===== src/rtl/dec_bram_port_arbiter.sv =====
// Owner-based port arbiter for one simple-dual-port polynomial BRAM.
// Exactly one requester channel owns the BRAM ports at a time. It drives the
// registered write and read ports, and read data is routed back to the channel
// that issued each read. When the owner changes, the reads still in flight are
// drained before the new owner gets the ports.
module dec_bram_port_arbiter #(
  parameter int NUM_CH    = 4,
  parameter int DW        = 128,
  parameter int WAW       = 8,
  parameter int RAW       = 3,
  parameter int RD_LAT    = 2,
  parameter int DRAIN_CYC = 1,
  localparam int CW       = $clog2(NUM_CH),
  // The select port has one extra bit so that an out-of-range request can be
  // represented and flagged in err[1].
  localparam int SW       = CW + 1
) (
  input  logic                  i_clk,
  input  logic                  i_rst,
  input  logic                  i_sel_valid,
  input  logic [SW-1:0]         i_ch_sel,
  input  logic [NUM_CH-1:0]     i_ch_wen,
  input  logic [NUM_CH*WAW-1:0] i_ch_wad,
  input  logic [NUM_CH*DW-1:0]  i_ch_wdata,
  input  logic [NUM_CH-1:0]     i_ch_ren,
  input  logic [NUM_CH*RAW-1:0] i_ch_rad,
  output logic                  o_bram_wen,
  output logic [WAW-1:0]        o_bram_wad,
  output logic [DW-1:0]         o_bram_wdata,
  output logic                  o_bram_ren,
  output logic [RAW-1:0]        o_bram_rad,
  input  logic [DW-1:0]         i_bram_rdata,
  output logic [NUM_CH-1:0]     o_ch_rvalid,
  output logic [DW-1:0]         o_ch_rdata,
  output logic                  o_busy,
  output logic [1:0]            o_err,
  input  logic                  i_err_clr
);

  typedef enum logic [1:0] {S_IDLE, S_ACTIVE, S_DRAIN} state_t;

  // One entry per read in flight: the valid bit and the channel it returns to.
  typedef struct packed {
    logic          vld;
    logic [CW-1:0] ch;
  } tag_t;

  state_t          r_state, w_state_nxt;
  logic [CW-1:0]   r_owner, w_owner_nxt;
  logic [1:0]      r_drain_cnt;
  tag_t            r_tag [RD_LAT];

  logic            r_bram_wen, r_bram_ren;
  logic [WAW-1:0]  r_bram_wad;
  logic [DW-1:0]   r_bram_wdata;
  logic [RAW-1:0]  r_bram_rad;
  logic [NUM_CH-1:0] r_ch_rvalid;
  logic [DW-1:0]   r_ch_rdata;
  logic [1:0]      r_err;

  logic            w_sel_in_range, w_sel_ok, w_sel_bad, w_keep, w_fwd;
  logic [CW-1:0]   w_sel_ch;
  logic [NUM_CH-1:0] w_owner_oh;
  logic            w_foreign, w_pipe_empty, w_drain_done;
  logic            w_own_wen, w_own_ren;
  logic [WAW-1:0]  w_own_wad;
  logic [DW-1:0]   w_own_wdata;
  logic [RAW-1:0]  w_own_rad;
  logic [1:0]      w_err_set;

  // An out-of-range select counts as no request at all.
  assign w_sel_in_range = (i_ch_sel < SW'(NUM_CH));
  assign w_sel_ok       = i_sel_valid && w_sel_in_range;
  assign w_sel_bad      = i_sel_valid && !w_sel_in_range;
  assign w_sel_ch       = i_ch_sel[CW-1:0];
  // The current owner keeps the ports only while it is still the one selected.
  assign w_keep         = w_sel_ok && (w_sel_ch == r_owner);
  assign w_fwd          = (r_state == S_ACTIVE) && w_keep;

  // The owner's request lanes.
  assign w_own_wen   = i_ch_wen[r_owner];
  assign w_own_ren   = i_ch_ren[r_owner];
  assign w_own_wad   = i_ch_wad[r_owner*WAW +: WAW];
  assign w_own_wdata = i_ch_wdata[r_owner*DW +: DW];
  assign w_own_rad   = i_ch_rad[r_owner*RAW +: RAW];

  assign w_owner_oh  = NUM_CH'(1) << r_owner;
  assign w_foreign   = |((i_ch_wen | i_ch_ren) & ~w_owner_oh);
  assign w_err_set   = {w_sel_bad, (r_state == S_ACTIVE) && w_foreign};

  assign w_drain_done = (int'(r_drain_cnt) >= DRAIN_CYC);

  // The pipeline is empty once no issued read is waiting for its data.
  always_comb begin
    w_pipe_empty = !r_bram_ren;
    for (int k = 0; k < RD_LAT; k++) begin
      if (r_tag[k].vld) w_pipe_empty = 1'b0;
    end
  end

  // State and owner register.
  always_ff @(posedge i_clk) begin
    // NOTE: state is updated with non-blocking assignments, so every process
    // sees the values from before the clock edge.
    if (i_rst) begin
      r_state <= S_IDLE;
      r_owner <= '0;
    end else begin
      r_state <= w_state_nxt;
      r_owner <= w_owner_nxt;
    end
  end

  // Next-state logic: hand over ownership and drain reads between owners.
  always_comb begin
    // NOTE: every output of this block gets a default first, so no path can
    // leave it unassigned and infer a latch.
    w_state_nxt = r_state;
    w_owner_nxt = r_owner;
    case (r_state)
      S_IDLE: begin
        if (w_sel_ok) begin
          w_owner_nxt = w_sel_ch;
          w_state_nxt = S_ACTIVE;
        end
      end
      S_ACTIVE: begin
        if (!w_keep) w_state_nxt = S_DRAIN;
      end
      S_DRAIN: begin
        if (w_pipe_empty && w_drain_done) begin
          if (w_sel_ok) begin
            w_owner_nxt = w_sel_ch;
            w_state_nxt = S_ACTIVE;
          end else begin
            w_state_nxt = S_IDLE;
          end
        end
      end
      default: w_state_nxt = S_IDLE;
    endcase
  end

  // Count the cycles spent in DRAIN. The count saturates and is cleared outside DRAIN.
  always_ff @(posedge i_clk) begin
    if (i_rst) begin
      r_drain_cnt <= '0;
    end else if (r_state == S_DRAIN) begin
      if (r_drain_cnt != 2'd3) r_drain_cnt <= r_drain_cnt + 2'd1;
    end else begin
      r_drain_cnt <= '0;
    end
  end

  // Register the owner's BRAM requests. The enables are forced low outside forwarding.
  always_ff @(posedge i_clk) begin
    if (i_rst) begin
      r_bram_wen   <= 1'b0;
      r_bram_ren   <= 1'b0;
      r_bram_wad   <= '0;
      r_bram_wdata <= '0;
      r_bram_rad   <= '0;
    end else begin
      r_bram_wen <= w_fwd && w_own_wen;
      r_bram_ren <= w_fwd && w_own_ren;
      if (w_fwd) begin
        r_bram_wad   <= w_own_wad;
        r_bram_wdata <= w_own_wdata;
        r_bram_rad   <= w_own_rad;
      end
    end
  end

  // Tag shift register that tracks the BRAM read latency for each issued read.
  always_ff @(posedge i_clk) begin
    // NOTE: this small array is reset on purpose. Flushing it guarantees that
    // a read dropped by reset never produces a return strobe. Large data
    // memories are not reset this way.
    if (i_rst) begin
      for (int k = 0; k < RD_LAT; k++) r_tag[k] <= '0;
    end else begin
      r_tag[0].vld <= r_bram_ren;
      r_tag[0].ch  <= r_owner;
      for (int k = 1; k < RD_LAT; k++) r_tag[k] <= r_tag[k-1];
    end
  end

  // Read return: capture the BRAM data and strobe the channel named in the tag.
  always_ff @(posedge i_clk) begin
    if (i_rst) begin
      r_ch_rvalid <= '0;
      r_ch_rdata  <= '0;
    end else begin
      r_ch_rvalid <= r_tag[RD_LAT-1].vld ? (NUM_CH'(1) << r_tag[RD_LAT-1].ch) : '0;
      if (r_tag[RD_LAT-1].vld) r_ch_rdata <= i_bram_rdata;
    end
  end

  // Sticky error flags. A set wins over a clear in the same cycle.
  always_ff @(posedge i_clk) begin
    if (i_rst) r_err <= '0;
    else       r_err <= (r_err & {2{~i_err_clr}}) | w_err_set;
  end

  assign o_bram_wen   = r_bram_wen;
  assign o_bram_wad   = r_bram_wad;
  assign o_bram_wdata = r_bram_wdata;
  assign o_bram_ren   = r_bram_ren;
  assign o_bram_rad   = r_bram_rad;
  assign o_ch_rvalid  = r_ch_rvalid;
  assign o_ch_rdata   = r_ch_rdata;
  assign o_busy       = (r_state != S_IDLE);
  assign o_err        = r_err;

endmodule


===== config.mk =====
export PLATFORM = sky130hd
export DESIGN_NAME = dec_bram_port_arbiter
export DESIGN_NICKNAME = d
export VERILOG_FILES = /design/src/rtl/dec_bram_port_arbiter.sv
export SDC_FILE = /design/constraint.sdc
export NUM_CORES = 1
export LEC_CHECK = 0
export ABC_AREA = 1
export BUFFER_PORTS_ARGS = -buffer_cell sky130_fd_sc_hd__buf_4
export CORE_AREA = 2 2 374 376
export CTS_CLUSTER_SIZE = 30
export DETAILED_ROUTE_END_ITERATION = 10
export DIE_AREA = 0 0 376 378
export PLACE_DENSITY_LB_ADDON = 0.2
export SETUP_SLACK_MARGIN = 0.15
export SYNTH_ARGS = -nofsm -noshare
export SYNTH_HDL_FRONTEND = slang
export SYNTH_SLANG_ARGS = --single-unit

===== constraint.sdc =====
create_clock -name i_clk -period 1.4 [get_ports i_clk]
set_input_delay 0.28 -clock i_clk [delete_from_list [all_inputs] [get_ports i_clk]]
set_output_delay 0.28 -clock i_clk [all_outputs]
set_load 0.03 [all_outputs]

# After elaboration in Yosys (flattened, before gate mapping)
# Memory sizes are Yosys's and may differ from the RTL's.
# Index checks and enable logic that the tools add are counted.
# totals
output_inout_bits	276
memories	1
latchBits	0
rom_bits	0
ramBits	6
reg_bits	281
inputBits	699
# op_classes
n_lt_le_gt_ge	3
shifts	5
n_bitwise	11
mux	20
n_addsub	1
n_reduce_logical	18
div	0
n_eq_ne	7
n_mul	1
# memory_table
name	words	word_bits	rd	rd_clocked_by_memory_dff	write_ports	line	text
r_tag	2	3	2	0	2	51	tag_t r_tag [RD_LAT];
# op_table
op	count
$shiftx 512x10->128	1
$shiftx 32x6->8	1
$mux 2	6
$shiftx 12x5->3	1
$mux 1	9
$logic_and 1x1->1	8
$ne 2x2->1 const B	4
$shl 1x2->4 const A	2
$pmux 2 s3	1
$and 4x4->4	1
$bmux 1 s2	2
$mul 2x2->4 const B	1
$not 4->4	1
$or 4x4->4	1
$pmux 2 s2	1
$reduce_bool 2->1	2
$reduce_or 2->1	2
$reduce_or 4->1	1
$lt 2x3->1 const B	1
$lt 3x3->1 const B	1
$mux 3	1
$not 1->1	3
$or 1x1->1	3
$reduce_and 3->1	1
10 further kinds	11

# Depth between registers and ports, before layout
# Gate-level depths: netlist of run 1.
# logic_depth
ltp_word	6
depth_mapped	10
ltp_nobuf	8

# Worst setup path before layout of run 1
# Ideal clock, no wire load.
# synth_path
kind	reg-to-reg
startpoint	register r_owner[0]
endpoint	register r_bram_wdata[56], in the netlist o_bram_wdata[56]
t_arrival_ns	1.170
n_path_buf	3
synth_period_minus_slack_ns	1.283
setup_ns	0.113
stages_incl_launch_ff	11
slack_ns	0.117
path_cell_list	dfxtp_1 -> buf_4 -> inv_2 -> nand2_1 -> inv_2 -> buf_4 -> buf_2 -> nand2_1 -> nand4_1 -> nor2_1 -> nor2_1
# synth_via
elab_chain_cells	3
elab_cells_between_ends	4
# synth_rtl
element	line	text
start: declaration	49	logic [CW-1:0] r_owner, w_owner_nxt;
start signal: assignment	110	r_owner <= w_owner_nxt;
parallel branches: the longest is 3 deep, another holds $shiftx 512x10->128	--	
end signal: assignment	168	r_bram_wdata <= w_own_wdata;
end: declaration	55	logic [DW-1:0] r_bram_wdata;
# Several ways; the timed one is not identified.
# A chain may end at the register's enable or synchronous reset.

# Worst setup path in the final report of run 1
# layout_path
startpoint	register r_owner[1]
endpoint	register r_bram_wdata[92], in the netlist o_bram_wdata[92]
# The elaborated chain is that of the path after synthesis.

==> flow_summary.toml, run 1 <==
[grt]
grt_pass1_vias = 20500
grt_start_max_net_pins = 35
grt_overflow = 0
grt_usage = 0.143
grt_antenna_before_repair = 14
grt_pass1_wl_um = 147000

[power]
switching_share = 0.288
pwr-share-seq = 0.326
p_leak_nw = 14.8
ir_worst_vdd_v = 0.000590
internal-power_mw = 18.0
cellPowerDensity_nw_per_um2 = 816
p_comb_frac = 0.225
clkPwrFrac = 0.449
switchingPower_mw = 7.29

[worst_setup_path]
start_kind = "flip-flop"
crit_type = "reg2reg"
critical_path.cell_chain = "buf_4, buf_12, buf_16, buf_4, nand3_1, nand4_1, nor2_2, nor2_1"
path_max_fanout = 12
cp.required_ps = 1880
worst-path-buf-inv = 4
worstSetupEndpointType = "flip-flop"
cpPeakStageDelay_ps = 370
cp_slowest_cell = "dfxtp_4"
cpMostUsedCell = "buf_4"
worst_ep_arrival_time_ps = 2130
critPathTopFamily = "buffers and inverters"

[yosys]
synth.top_cells.by_area = "dfxtp_1 39%, nand2_1 15%, nor2_1 14%, nand3_1 9.8%, nand4_1 6.0%"
synth_nets = 3045
yosys.cell_types.count = 20
ys_warn_count = 0
synth-seq-cells = 287
synth_top_cell_area_share = 0.394
avgSynthCellArea_um2 = 6.22
yosysTopAreaCell = "dfxtp_1"
ys_seq_area_frac = 0.394
synth.cell_area_um2 = 14600
synth_cells = 2344

[floorplanning]
start_util = 0.105
coreArea_um2 = 139000
rows = 137
die_x_um = 376
die_y_um = 378
dieArea_um2 = 142000
num_io_pins = 975

[clock_tree]
cts.sinks = 287
cts_buffers = 43
cts_max_level = 2
cts_tree = "yes"
clock_latency_ps = 590
clkSlewWorstSetupHoldPaths_ps = 60
cts_buffer_depth = 3
clockRootBuffer = "clkbuf_16"

[job]
drv_cap = 0

[placement]
dp.cells = 5123
portBuffers = 974
gp_congestion = 0.841
dp_hpwl_um = 83700
placed_cell_area_um2 = 25200

[timing]
min_period_over_period = 1.18
worst_slew_pin_slew_ps = 393
finalCriticalPeriod_ps = 1650
clock.fmax_mhz = 607
finalSetupTns_ps = -24250
skew_ps = 21.4
finalHoldViolations = 0
timing.final.max_slew_violations = 0
timing.final.ws_setup_ps = -247
rsz0062_at_grt = "true"
finalSetupViolCount = 169
slew_headroom = 0.738

[drt]
drc_errors = 0
via_count = 20300
drt-total-wl_um = 109000
drt-pass1-iter-count = 5
viasPerCell = 3.72
drtAntennaViolNets = 0
drtIter0Drc = 905
drt-wirelength-per-cell_um = 20.0

[cells_and_area]
final_common_cell = "buf_4"
fin_util = 0.224
drive_gt1_frac = 0.416
nNetsFinal = 4305
layout_common_cells = "1062 x buf_4, 513 x nand2_1, 458 x nor2_1"
final_area_um2 = 31000
layout.cells.non_filler = 5453
syn2layout_area_growth_pct = 112

[run_status]
failed_checks = "setup timing"
status = "complete, but fails checks"

[hold_path]
hold_class = "in2reg"
[cell type report]
| cell class | instances | area (um2) |
|---|---|---|
| fillers | 15600 | 108000 |
| repair buffers | 1398 | 12700 |
| multi-input cells | 1708 | 8040 |
| flip-flops and latches | 287 | 5840 |
| well taps | 1807 | 2260 |
| clock buffers | 64 | 1340 |
| inverters | 166 | 659 |
| clock inverters | 14 | 121 |
| diodes | 9 | 22.5 |
[logic make-up (layout without fill, tap and decap cells)]
group | Yosys count | after routing | share of synthesized area
AOI/OAI and AO/OA | 144 | 144 | 0.0496
xor gates and xnor gates | 1 | 1 | 0.000601
adders and majority gates | 2 | 2 | 0.00172
buffers and inverters | 349 | 1642 | 0.103
DFF | 287 | 287 | 0.394
other | 0 | 9 | 0
and+or+nand+nor | 1561 | 1561 | 0.451
[metal layers]
metal  vias to the layer above  routed length [um]  GRT usage
met1                      9413               43600      0.163
met3                       144                7830     0.0408
met5                         -                  13          0
met2                       717               53900      0.251
met4                         2                3840     0.0515
li1                      10000                   -          -
[metrics by stage]
stage	hold WS (ps)	power, mW	setup WS [ps]
2_1_floorplan	359	9.95	152
3_3_place_gp	444	13.0	-140
3_5_place_dp	460	13.0	-139
4_1_cts	0.342	25.7	-246
5_1_grt	31.0	26.5	-294
6_report	49.4	25.3	-247
[registers in the layout (all words and copies together), names as in the netlist]
| register | cells |
|---|---|
| r_tag | 6 |
| o_bram_wen | 1 |
| r_drain_cnt | 2 |
| o_ch_rvalid | 4 |
| o_bram_wad | 8 |
| r_state | 2 |
| o_bram_wdata | 128 |
| r_owner | 2 |
| o_err | 2 |
| o_bram_ren | 1 |
| o_ch_rdata | 128 |
| o_bram_rad | 3 |
[final timing paths]
check / from / endpoint / slack (ps) / cells past startpoint
setup / recovery: r_owner[1] / o_bram_wdata[92] / -250 / 8
hold / removal: i_ch_wdata[441] / o_bram_wdata[57] / 50 / 5
setup reg to reg: r_owner[1] / o_bram_wdata[92] / -250 / 8
hold reg to reg: r_tag[0][3] / o_ch_rvalid[0] / 470 / 1
[synthesized netlist by cell type]
| cell | number |
|---|---|
| dfxtp_1 | 287 |
| nand2_1 | 581 |
| nor2_4 | 1 |
| xnor2_1 | 1 |
| a21oi_1 | 10 |
| nand4_1 | 139 |
| inv_2 | 3 |
| ha_1 | 2 |
| o22ai_1 | 2 |
| buf_2 | 66 |
| nand3b_1 | 1 |
| nor3_1 | 2 |
| buf_4 | 10 |
| inv_1 | 163 |
| buf_6 | 10 |
| o21ai_0 | 132 |
| clkbuf_1 | 90 |
| nor2_1 | 550 |
| buf_1 | 7 |
| nand3_1 | 287 |
[power groups by stage]
| stage | clock (mW) | combinational (mW) | sequential [mW] |
|---|---|---|---|
| 2_1_floorplan | 0 | 1.44 | 8.51 |
| 3_5_place_dp | 0 | 4.52 | 8.44 |
| 4_1_cts | 11.9 | 5.56 | 8.24 |
| 6_report | 11.4 | 5.68 | 8.24 |
| 5_1_grt | 12.2 | 6.08 | 8.24 |
| 3_3_place_gp | 0 | 4.55 | 8.44 |
[what timing repair did]
item                                    in CTS  in global routing
pin swaps                                   37                 66
gates cloned                                16                 14
gates resized for setup                    232                198
buffers inserted                            26                  7
endpoints found under the setup margin     533                535
hold endpoints to repair                   172                  0
hold buffers                               180                  0
[worst min-delay path, cell delays in order]
cell	delay [ps]
buf_4	80
nand3_1	60
nand4_1	90
nor2_1	40
nor2_1	60
Power figures use the tool's default switching activity.
==> run 2: changes to the inputs <==
==> constraint.sdc (replaced) <==
create_clock -name i_clk -period 1.4 [get_ports i_clk]
set_input_delay 0.14 -clock i_clk [delete_from_list [all_inputs] [get_ports i_clk]]
set_output_delay 0.14 -clock i_clk [all_outputs]
set_load 0.03 [all_outputs]
==> flow_summary.toml, run 2 (synthesis results as in run 1) <==
[power]
p_total_mw = 25.5
p_comb_frac = 0.256
ir_worst_vdd_v = 0.000731
switchingPower_mw = 7.41
p_leak_nw = 16.3
pwr-share-seq = 0.323
switching_share = 0.290
cellPowerDensity_nw_per_um2 = 745
clkPwrFrac = 0.421
internal-power_mw = 18.1

[floorplanning]
die_x_um = 376
num_io_pins = 975
dieArea_um2 = 142000
start_util = 0.105
die_y_um = 378
rows = 137
coreArea_um2 = 139000

[drt]
drt-wirelength-per-cell_um = 18.5
drt-total-wl_um = 109000
drtAntennaViolNets = 0
drt-pass1-iter-count = 5
drtIter0Drc = 976
viasPerCell = 3.75
drc_errors = 0
via_count = 22100

[clock_tree]
cts_max_level = 2
clkSlewWorstSetupHoldPaths_ps = 70
cts.sinks = 287
clockRootBuffer = "clkbuf_16"
clock_latency_ps = 600
cts_buffers = 43
cts_tree = "yes"
cts_buffer_depth = 3

[timing]
worst_slew_pin_slew_ps = 490
timing.final.ws_setup_ps = -167
hold_ws_ps = 18.1
clock.fmax_mhz = 638
finalHoldViolations = 0
slew_headroom = 0.672
timing.final.max_slew_violations = 0
finalCriticalPeriod_ps = 1570
min_period_over_period = 1.12
finalSetupViolCount = 137
finalSetupTns_ps = -12180
skew_ps = 21.7
rsz0062_at_grt = "true"

[grt]
grt_start_max_net_pins = 52
grt_overflow = 0
grt_antenna_before_repair = 12
grt_pass1_vias = 22900
grt_pass1_wl_um = 151000
grt_usage = 0.143

[cells_and_area]
nNetsFinal = 4742
final.fill_count = 15300
final_common_cell = "buf_4"
final_area_um2 = 34300
multiInputGateArea_um2 = 7580
syn2layout_area_growth_pct = 135
layout_common_cells = "1048 x buf_4, 681 x dlygate4sd3_1, 561 x nand2_1"
drive_gt1_frac = 0.321
fin_util = 0.247
seqCellArea_um2 = 5800

[run_status]
status = "complete, but fails checks"
failed_checks = "setup timing"

[placement]
portBuffers = 974
placed_cell_area_um2 = 25000
dp_hpwl_um = 83100
gp_congestion = 0.862

[worst_setup_path]
path_max_fanout = 23
cp.required_ps = 1890
worstSetupEndpointType = "flip-flop"
start_kind = "flip-flop"
crit_type = "reg2reg"
worst_ep_arrival_time_ps = 2060

[hold_path]
hold_class = "in2reg"

[job]
drv_cap = 0
==> run 2: path summary, 6_finish.rpt <==
check / start / endpoint / slack [ps] / depth (start not counted)
setup / recovery: r_owner[1] / o_bram_wdata[23] / -170 / 7
hold reg to reg: r_tag[0][3] / o_ch_rvalid[0] / 450 / 1
setup reg to reg: r_owner[1] / o_bram_wdata[23] / -170 / 7
hold / removal: i_ch_wdata[97] / o_bram_wdata[97] / 20 / 5
==> run 2: repair_timing <==
item	in CTS	in global routing
hold buffers	681	0
cloned	6	6
buffers inserted	6	4
resized for setup	105	91
endpoints found under the hold margin	277	0
pin swaps	34	39
endpoints found under the setup margin	450	509
==> run 2: cell type report <==
| cell class | instances | share of cell area |
|---|---|---|
| repair buffers | 1835 | 0.484 |
| multi-input cells | 1708 | 0.221 |
| flip-flops and latches | 287 | 0.169 |
| well taps | 1807 | 0.0660 |
| clock buffers | 59 | 0.0361 |
| inverters | 166 | 0.0193 |
| clock inverters | 20 | 0.00372 |
| diodes | 9 | 0.000657 |
==> run 2: stage by stage <==
step,worst slack [ps],cells
2_1_floorplan,152,2344
3_3_place_gp,-139,5100
3_5_place_dp,-147,5100
4_1_cts,-161,5872
5_1_grt,-223,5887
6_report,-167,5891
==> run 2: power by group through the flow <==
stage | sequential (mW) | combinational (mW) | clock (mW)
CTS | 8.26 | 6.34 | 11.3
global placement | 8.44 | 4.43 | 0
detailed placement | 8.44 | 4.42 | 0
global route | 8.25 | 6.98 | 11.6
finish | 8.25 | 6.54 | 10.7
floorplan | 8.51 | 1.44 | 0
==> run 2: layer usage <==
| metal | wire (um) | track usage | part of all wire |
|---|---|---|---|
| met5 | 23 | 0 | 0.00021 |
| met1 | 42800 | 0.159 | 0.39 |
| met3 | 7330 | 0.0366 | 0.067 |
| met2 | 53500 | 0.254 | 0.49 |
| met4 | 5410 | 0.0675 | 0.050 |
==> run 2: critical path, cell delays in order, from the launching register on <==
cell and delay [ps]:
dfxtp_4 450, inv_6 70, a21oi_4 140, nand3_4 110
buf_12 180, clkbuf_16 250, nor2_1 100, nor2_1 50
